**src/rtl/cache_dma_engine_if.sv**
```systemverilog
// Word-beat memory bus between the DMA engine (master) and main memory (slave).
// mem_ack_i may be driven combinationally from mem_req_o by the slave.
interface cache_dma_engine_if #(
    parameter int unsigned MEM_WIDTH = 32
) ();
    logic                 mem_req_o;
    logic                 mem_we_o;
    logic [31:0]          mem_addr_o;
    logic [MEM_WIDTH-1:0] mem_wdata_o;
    logic [MEM_WIDTH-1:0] mem_rdata_i;
    logic                 mem_ack_i;

    modport master (
        output mem_req_o,
        output mem_we_o,
        output mem_addr_o,
        output mem_wdata_o,
        input  mem_rdata_i,
        input  mem_ack_i
    );

    modport slave (
        input  mem_req_o,
        input  mem_we_o,
        input  mem_addr_o,
        input  mem_wdata_o,
        output mem_rdata_i,
        output mem_ack_i
    );
endinterface

```
**src/rtl/cache_dma_engine.sv**
```systemverilog
// Block refill / eviction engine: serialises one cache block at a time onto a
// word-beat memory bus and returns fills or eviction acks as one-cycle pulses.
module cache_dma_engine #(
    parameter int unsigned BLOCK_BITS = 512,
    parameter int unsigned MEM_WIDTH  = 32
) (
    input  logic                  clk_i,
    input  logic                  rst_n_i,
    input  logic                  req_i,
    input  logic [31:0]           req_addr_i,
    input  logic                  evict_i,
    input  logic [31:0]           evict_addr_i,
    input  logic [BLOCK_BITS-1:0] evict_data_i,
    output logic [BLOCK_BITS-1:0] fill_data_o,
    output logic [31:0]           fill_addr_o,
    output logic                  fill_valid_o,
    output logic                  evict_ack_o,
    output logic                  busy_o,
    cache_dma_engine_if.master    mem
);
    localparam int unsigned BEATS  = BLOCK_BITS / MEM_WIDTH;
    localparam int unsigned BEAT_W = (BEATS > 1) ? $clog2(BEATS) : 1;
    localparam int unsigned IDX_W  = $clog2(BLOCK_BITS);
    localparam int unsigned OFF_W  = $clog2(BLOCK_BITS / 8);

    localparam logic [31:0]       BEAT_BYTES = 32'(MEM_WIDTH / 8);
    localparam logic [31:0]       BASE_MASK  = ~((32'd1 << OFF_W) - 32'd1);
    localparam logic [BEAT_W-1:0] LAST_BEAT  = BEAT_W'(BEATS - 1);
    localparam logic [IDX_W-1:0]  LANE_BITS  = IDX_W'(MEM_WIDTH);

    localparam logic [2:0] StIdle   = 3'd0;
    localparam logic [2:0] StWb     = 3'd1;
    localparam logic [2:0] StWbDone = 3'd2;
    localparam logic [2:0] StRd     = 3'd3;
    localparam logic [2:0] StRdDone = 3'd4;

    logic [2:0]            state_q, state_d;
    logic [BEAT_W-1:0]     beat_q, beat_d;
    logic [31:0]           base_q, base_d;
    logic [BLOCK_BITS-1:0] buf_q, buf_d;
    logic [BLOCK_BITS-1:0] fill_q, fill_d;

    logic             in_xfer;
    logic [IDX_W-1:0] lane_lsb;

    assign in_xfer  = (state_q == StWb) || (state_q == StRd);
    assign lane_lsb = IDX_W'(beat_q) * LANE_BITS;

    // buf_q holds the eviction block during WB and accumulates read beats during RD;
    // fill_q only changes when a refill completes so the cache sees a stable block.
    always_comb begin
        state_d = state_q;
        beat_d  = beat_q;
        base_d  = base_q;
        buf_d   = buf_q;
        fill_d  = fill_q;
        unique case (state_q)
            StIdle: begin
                if (evict_i) begin
                    state_d = StWb;
                    base_d  = evict_addr_i & BASE_MASK;
                    buf_d   = evict_data_i;
                    beat_d  = '0;
                end else if (req_i) begin
                    state_d = StRd;
                    base_d  = req_addr_i & BASE_MASK;
                    beat_d  = '0;
                end
            end
            StWb, StRd: begin
                if (mem.mem_ack_i) begin
                    if (state_q == StRd) begin
                        buf_d[lane_lsb +: MEM_WIDTH] = mem.mem_rdata_i;
                    end
                    beat_d = beat_q + 1'b1;
                    if (beat_q == LAST_BEAT) begin
                        beat_d = '0;
                        if (state_q == StRd) begin
                            state_d = StRdDone;
                            fill_d  = buf_d;
                        end else begin
                            state_d = StWbDone;
                        end
                    end
                end
            end
            StWbDone, StRdDone: state_d = StIdle;
            default:            state_d = StIdle;
        endcase
    end

    always_ff @(posedge clk_i or negedge rst_n_i) begin
        if (!rst_n_i) begin
            state_q <= StIdle;
            beat_q  <= '0;
            base_q  <= '0;
            buf_q   <= '0;
            fill_q  <= '0;
        end else begin
            state_q <= state_d;
            beat_q  <= beat_d;
            base_q  <= base_d;
            buf_q   <= buf_d;
            fill_q  <= fill_d;
        end
    end

    assign mem.mem_req_o   = in_xfer;
    assign mem.mem_we_o    = (state_q == StWb);
    assign mem.mem_addr_o  = in_xfer ? (base_q + 32'(beat_q) * BEAT_BYTES) : '0;
    assign mem.mem_wdata_o = (state_q == StWb) ? buf_q[lane_lsb +: MEM_WIDTH] : '0;

    assign fill_data_o  = fill_q;
    assign fill_addr_o  = (state_q == StRdDone) ? base_q : '0;
    assign fill_valid_o = (state_q == StRdDone);
    assign evict_ack_o  = (state_q == StWbDone);
    assign busy_o       = (state_q != StIdle);
endmodule
```
**src/flat_wrapper.sv**
```systemverilog
// flat-port wrapper written by rule: the top's interface ports become plain ports
module cache_dma_engine_flat 
#(
    parameter int unsigned BLOCK_BITS = 512,
    parameter int unsigned MEM_WIDTH  = 32
)
  (clk_i, rst_n_i, req_i, req_addr_i, evict_i, evict_addr_i, evict_data_i, fill_data_o, fill_addr_o, fill_valid_o, evict_ack_o, busy_o, mem_mem_req_o, mem_mem_we_o, mem_mem_addr_o, mem_mem_wdata_o, mem_mem_rdata_i, mem_mem_ack_i);
  cache_dma_engine_if #(.MEM_WIDTH(MEM_WIDTH)) mem_i ();
  input  logic clk_i;
  input  logic rst_n_i;
  input  logic req_i;
  input  logic [31:0] req_addr_i;
  input  logic evict_i;
  input  logic [31:0] evict_addr_i;
  input  logic [BLOCK_BITS-1:0] evict_data_i;
  output logic [BLOCK_BITS-1:0] fill_data_o;
  output logic [31:0] fill_addr_o;
  output logic fill_valid_o;
  output logic evict_ack_o;
  output logic busy_o;
  output wire logic [$bits(mem_i.mem_req_o)-1:0] mem_mem_req_o;
  output wire logic [$bits(mem_i.mem_we_o)-1:0] mem_mem_we_o;
  output wire logic [$bits(mem_i.mem_addr_o)-1:0] mem_mem_addr_o;
  output wire logic [$bits(mem_i.mem_wdata_o)-1:0] mem_mem_wdata_o;
  input wire logic [$bits(mem_i.mem_rdata_i)-1:0] mem_mem_rdata_i;
  input wire logic [$bits(mem_i.mem_ack_i)-1:0] mem_mem_ack_i;
  assign mem_mem_req_o = mem_i.mem_req_o;
  assign mem_mem_we_o = mem_i.mem_we_o;
  assign mem_mem_addr_o = mem_i.mem_addr_o;
  assign mem_mem_wdata_o = mem_i.mem_wdata_o;
  assign mem_i.mem_rdata_i = mem_mem_rdata_i;
  assign mem_i.mem_ack_i = mem_mem_ack_i;
  cache_dma_engine #(.BLOCK_BITS(BLOCK_BITS), .MEM_WIDTH(MEM_WIDTH)) u_core (.clk_i(clk_i), .rst_n_i(rst_n_i), .req_i(req_i), .req_addr_i(req_addr_i), .evict_i(evict_i), .evict_addr_i(evict_addr_i), .evict_data_i(evict_data_i), .fill_data_o(fill_data_o), .fill_addr_o(fill_addr_o), .fill_valid_o(fill_valid_o), .evict_ack_o(evict_ack_o), .busy_o(busy_o), .mem(mem_i));
endmodule
```
**config.mk**
```make
export PLATFORM = sky130hd
export DESIGN_NAME = cache_dma_engine_flat
export DESIGN_NICKNAME = d
export VERILOG_FILES = /design/src/rtl/cache_dma_engine_if.sv /design/src/rtl/cache_dma_engine.sv /design/src/flat_wrapper.sv
export SDC_FILE = /design/constraint.sdc
export NUM_CORES = 2
export LEC_CHECK = 0
export CAP_MARGIN = 20
export CORE_AREA = 2 2 474 476
export CTS_CLUSTER_SIZE = 12
export DETAILED_ROUTE_END_ITERATION = 16
export DIE_AREA = 0 0 476 478
export SYNTH_ARGS = -nofsm -noshare
export SYNTH_HDL_FRONTEND = slang
export SYNTH_SLANG_ARGS = --single-unit
```
**constraint.sdc**
```tcl
create_clock -name clk_i -period 9 [get_ports clk_i]
set_input_delay 1.8 -clock clk_i [delete_from_list [all_inputs] [get_ports clk_i]]
set_output_delay 1.8 -clock clk_i [all_outputs]
set_load 0.01 [all_outputs]
```
# == Word-level counts from Yosys, hierarchy flattened ==
# Index checks and enable logic that the tools add are counted.
# word_totals
reg_bits,1063
inputBits,613
out_inout_bits,613
elab_cells,52
# classes
add_sub_neg,3
eq_ne,9
n_shift,3
muxes,21
n_reduce_logical,11
# op_table
operator,n
512-bit two-way mux,3
512-bit case mux with 2 select lines,1
512-bit bitwise mux,1
"32-bit by 11-bit variable shift with 512-bit output, first input constant",1
32-bit by 11-bit indexed part select with 512-bit output,1
512-bit by 10-bit indexed part select with 32-bit output,1
32-bit two-way mux,5
32-bit by 6-bit adder with 32-bit output,1
4-bit two-way mux,4
3-bit two-way mux,5
9-bit negator with 11-bit output,1
3-bit AND reduction,3
4-bit case mux with 2 select lines,1
"3-bit by 2-bit == test with 1-bit output, second input constant",2
3-bit case mux with 2 select lines,1
"4-bit by 1-bit adder with 4-bit output, second input constant",1
"4-bit == test, second input constant",1
"2-bit != test, second input constant",2
4-bit AND reduction,1
2-bit nonzero test,2
"3-bit by 1-bit == test with 1-bit output, second input constant",1
"3-bit == test, second input constant",1
3-bit zero test,1
"3-bit != test, second input constant",1
other kinds (5),5

# == Logic depth before layout (Yosys ltp) ==
# depth
ltp_word,6
ltp_mapped,13
ltp_nobuf,7

# == Worst setup path before layout ==
# Ideal clock, no wire load.
# synth_timing
path_kind,register -> output
startpoint,reg u_core.beat_q[0]
endpoint,out mem_mem_wdata_o[0]
arrival_ns,2.309
t_required_ns,7.200
setup_slack_ns,4.891
path_stages_with_launch,7
n_path_buf,3
path_cell_list,dfrtp_1 -> clkbuf_1 -> clkbuf_1 -> buf_1 -> mux4_2 -> mux2i_1 -> o22ai_1
# synth_via
elab_chain_cells,2
# synth_lines
element,line,text
start: declaration,cache_dma_engine.sv:38,"logic [BEAT_W-1:0] beat_q, beat_d;"
start signal: assignment,cache_dma_engine.sv:101,beat_q <= beat_d;
512-bit by 10-bit indexed part select with 32-bit output,cache_dma_engine.sv:111,assign mem.mem_wdata_o = (state_q == StWb) ? buf_q[lane_lsb +: MEM_WIDTH] : '0;
32-bit two-way mux,cache_dma_engine.sv:111,
end: declaration,flat_wrapper.sv:24,output wire logic [$bits(mem_i.mem_wdata_o)-1:0] mem_mem_wdata_o;
# Every way passes these cells.

# == Worst setup path after layout ==
# layout_timing
startpoint,reg u_core.beat_q[0]
endpoint,out mem_mem_wdata_o[7]
# Same word-level chain as after synthesis.

==> results.toml <==
[outcome]
outcome = "finished clean"

[layout]
syn2layout_area_growth_pct = 41.0
final_layout_size_suffix_gt1_share_pct = 8.87
fin_util_pct = 31.1
fin_nets = 6350
instances_no_fill = 8883

[setup_path]
end_kind = "output port"
cp_data_arrival_time_ns = 4.71
required_ns = 7.20
reg2reg_from = "u_core.beat_q[0]"
crit_path_frequent_cell = "buf_4"
critical_path_buf_inv_count = 3
criticalPathCategory = "flip-flop to output port"
slowest_delay_ns = 0.83
cp_max_fo = 35
startpoint = "u_core.beat_q[0]"
cp-start-kind = "flip-flop"
cp_cell_sequence = "buf_4 -> buf_4 -> mux4_2 -> mux2i_1 -> o22ai_1 -> clkdlybuf4s50_1"
crit_slowest_cell = "dfrtp_4"
critPathTopFamily = "buffers and inverters"

[synthesis]
synthArstFlopShare_pct = 100
synth.distinct_cells = 54
seq_area_frac_synth_pct = 53.8
synth_edf_count = 0
synth_seq_cells = 1057
synth_flop_cell = "dfrtp_1"
avgSynthCellArea_um2 = 10.4
ys_warn_count = 0
synth_area_um2 = 49200
syn_inst = 4718

[cts]
max-clock-path-buffers = 3
numCtsBuffers = 130
clk-insertion-delay-late_ns = 0.82
cts_tree = "done"
clkTransAtPathRegs_ns = 0.06
cts_hold_repair.buffers = 0
clock-root-buffer = "clkbuf_16"
cts_setup_buffers = 0
ctsHtreeMaxLevel = 4
clock-sinks = 1057
cts_resized = 0

[placed_design]
place_congestion = 0.935
dp_cells = 8590
dp_hpwl_mm = 242
io_buffer_count = 1205

[pwr]
ir_worst_vdd_v = 0.000187
p_sw_share_pct = 42.6
leakage_uw = 0.0300
combPwrFrac_pct = 40.8
p_per_area_nw_per_um2 = 349
pwr-share-clk_pct = 23.0
seqPwrFrac_pct = 36.2
p_sw_uw = 10300
power.internal_uw = 13900

[min_path]
min_path_type = "flip-flop to flip-flop"
min_from = "u_core.fill_data_o[34]"

[timing]
hold_viol_final = 0
tns_ns = 0
clock_skew_ns = 0.0414
finalCritPeriodShare_pct = 72.3
rsz0062_at_grt = "false"
fmax_mhz = 154
slew_violations = 0
worst_slew_pin_slew_ns = 1.12
period_needed_ns = 6.51
relSlewSlack_pct = 23.0
setup_viol = 0

[floorplan]
die-area_um2 = 228000
start_util_pct = 22.0
fp.dieW_um = 476
rows = 174
design.core.area_um2 = 223000
die_height_um = 478
pin_count = 1226

[global_routing]
grt_usage_pct = 27.8
grt_start_max_net_pins = 158
gr-total-overflow = 0
grt_pass1_vias = 46800
grt_pass1_wl_mm = 428
antenna_found_initial = 83

[flow_run]
max_cap_violations = 0

[route]
avgRoutedWirePerCell_um = 36.7
routed_via_density = 5.32
dr.pass1.iters = 6
drtIter0Drc = 5161
drtAntennaViolNets = 0
drcViolationCount = 0
wl_mm = 326
num_vias = 47300
==> cells in the final DEF, fill, tap and decap left out, types with 110 or more instances in the layout <==
cell type | netlist | routed
clkdlybuf4s50_1 | 0 | 1203
dfrtp_1 | 1057 | 1053
nand2_1 | 976 | 968
nor2_1 | 488 | 484
o22ai_1 | 257 | 257
a221o_1 | 256 | 256
mux2i_1 | 250 | 250
a21oi_1 | 195 | 187
a2bb2oi_1 | 160 | 160
clkbuf_16 | 0 | 130
mux4_2 | 128 | 128
buf_4 | 8 | 110
==> synthesized netlist by cell type (all sizes together) (3+ instances only) <==
| cell | instances | area share [%] |
|---|---|---|
| nand3b | 4 | 0.061 |
| o22a | 64 | 1.1 |
| mux4 | 128 | 5.9 |
| or3 | 6 | 0.076 |
| mux2i | 250 | 5.1 |
| clkbuf | 370 | 2.8 |
| a221o | 256 | 5.2 |
| and2 | 56 | 0.72 |
| o31ai | 4 | 0.071 |
| and3 | 71 | 0.90 |
| nand2 | 976 | 7.4 |
| buf | 88 | 0.86 |
| o21ai | 75 | 0.77 |
| a2bb2oi | 160 | 2.8 |
| a21o | 66 | 1.0 |
| a21oi | 195 | 2.0 |
| ha | 4 | 0.10 |
| dfrtp | 1057 | 54 |
| nand2b | 6 | 0.076 |
| nor2 | 488 | 3.7 |
| or4 | 3 | 0.046 |
| nand3 | 5 | 0.051 |
| inv | 6 | 0.046 |
| a31oi | 34 | 0.43 |
| o22ai | 257 | 3.3 |
| a22o | 64 | 1.1 |
==> final timing paths <==
path / end / depth (start not counted) / slack (ns)
worst max-delay path: mem_mem_wdata_o[7] / 6 / 2.49
worst min-delay path: u_core.fill_data_o[34] / 2 / 0.47
worst max register to register: u_core.buf_q[451] / 10 / 3.54
worst min register to register: u_core.fill_data_o[34] / 2 / 0.47
max in group asynchronous: u_core.fill_data_o[174] / 3 / 5.85
min in group asynchronous: u_core.fill_data_o[287] / 1 / 1.10
==> layer usage <==
metal | vias to the layer above | wire length, µm | GRT usage [%]
met5 | - | 241 | 0
met4 | 38 | 27100 | 20.3
met3 | 803 | 27000 | 6.89
met2 | 3100 | 159000 | 46.9
met1 | 24200 | 113000 | 30.2
li1 | 19200 | - | -
==> worst min-delay path, delay by kind of cell, from the launching register on <==
kind / cells / cell delay, ns
flip-flops: 1 / 0.34
AND/OR/NAND/NOR: 2 / 0.10
==> state kept, by name, indices dropped and copies added (netlist names) <==
signal,flops
u_core.buf_q,512
u_core.beat_q,4
u_core.fill_data_o,512
u_core.base_q,26
u_core.state_q,3
==> power groups by stage <==
stage	sequential [µW]	clock, µW	combinational (µW)
after floorplan	7500	0	4870
after global placement	8740	0	9870
after detailed placement	8770	0	9960
after CTS	8710	5650	10000
after global routing	8780	5830	10400
final	8750	5560	9870
==> final cells by class <==
class | count | area [µm²]
Tap cell | 2992 | 3740
Clock buffer | 185 | 3670
Sequential cell | 1057 | 26500
Clock inverter | 51 | 764
Timing Repair Buffer | 1334 | 13300
Fill cell | 23000 | 154000
Multi-Input combinational cell | 3204 | 21300
Antenna cell | 54 | 135
Inverter | 6 | 37.5
==> stage by stage <==
stage	worst slack (ns)	cell area (µm²)	power [µW]	hold WS (ns)
final	2.49	69300	24200	0.466
after global routing	2.19	69300	25000	0.492
after CTS	2.46	69100	24400	0.470
after detailed placement	2.93	64700	18700	0.457
after global placement	2.98	64700	18600	0.456
after floorplan	4.89	49200	12400	0.456
==> cells by family after synthesis <==
family | share of synthesized area [%]
adders and majority gates | 0.102
muxes | 10.9
DFF | 53.8
AOI/OAI and AO/OA | 18.1
other | 0.00762
xor gates and xnor gates | 0.0356
and+or+nand+nor | 13.3
buffers and inverters | 3.73
(Power assumes the default switching activity.)
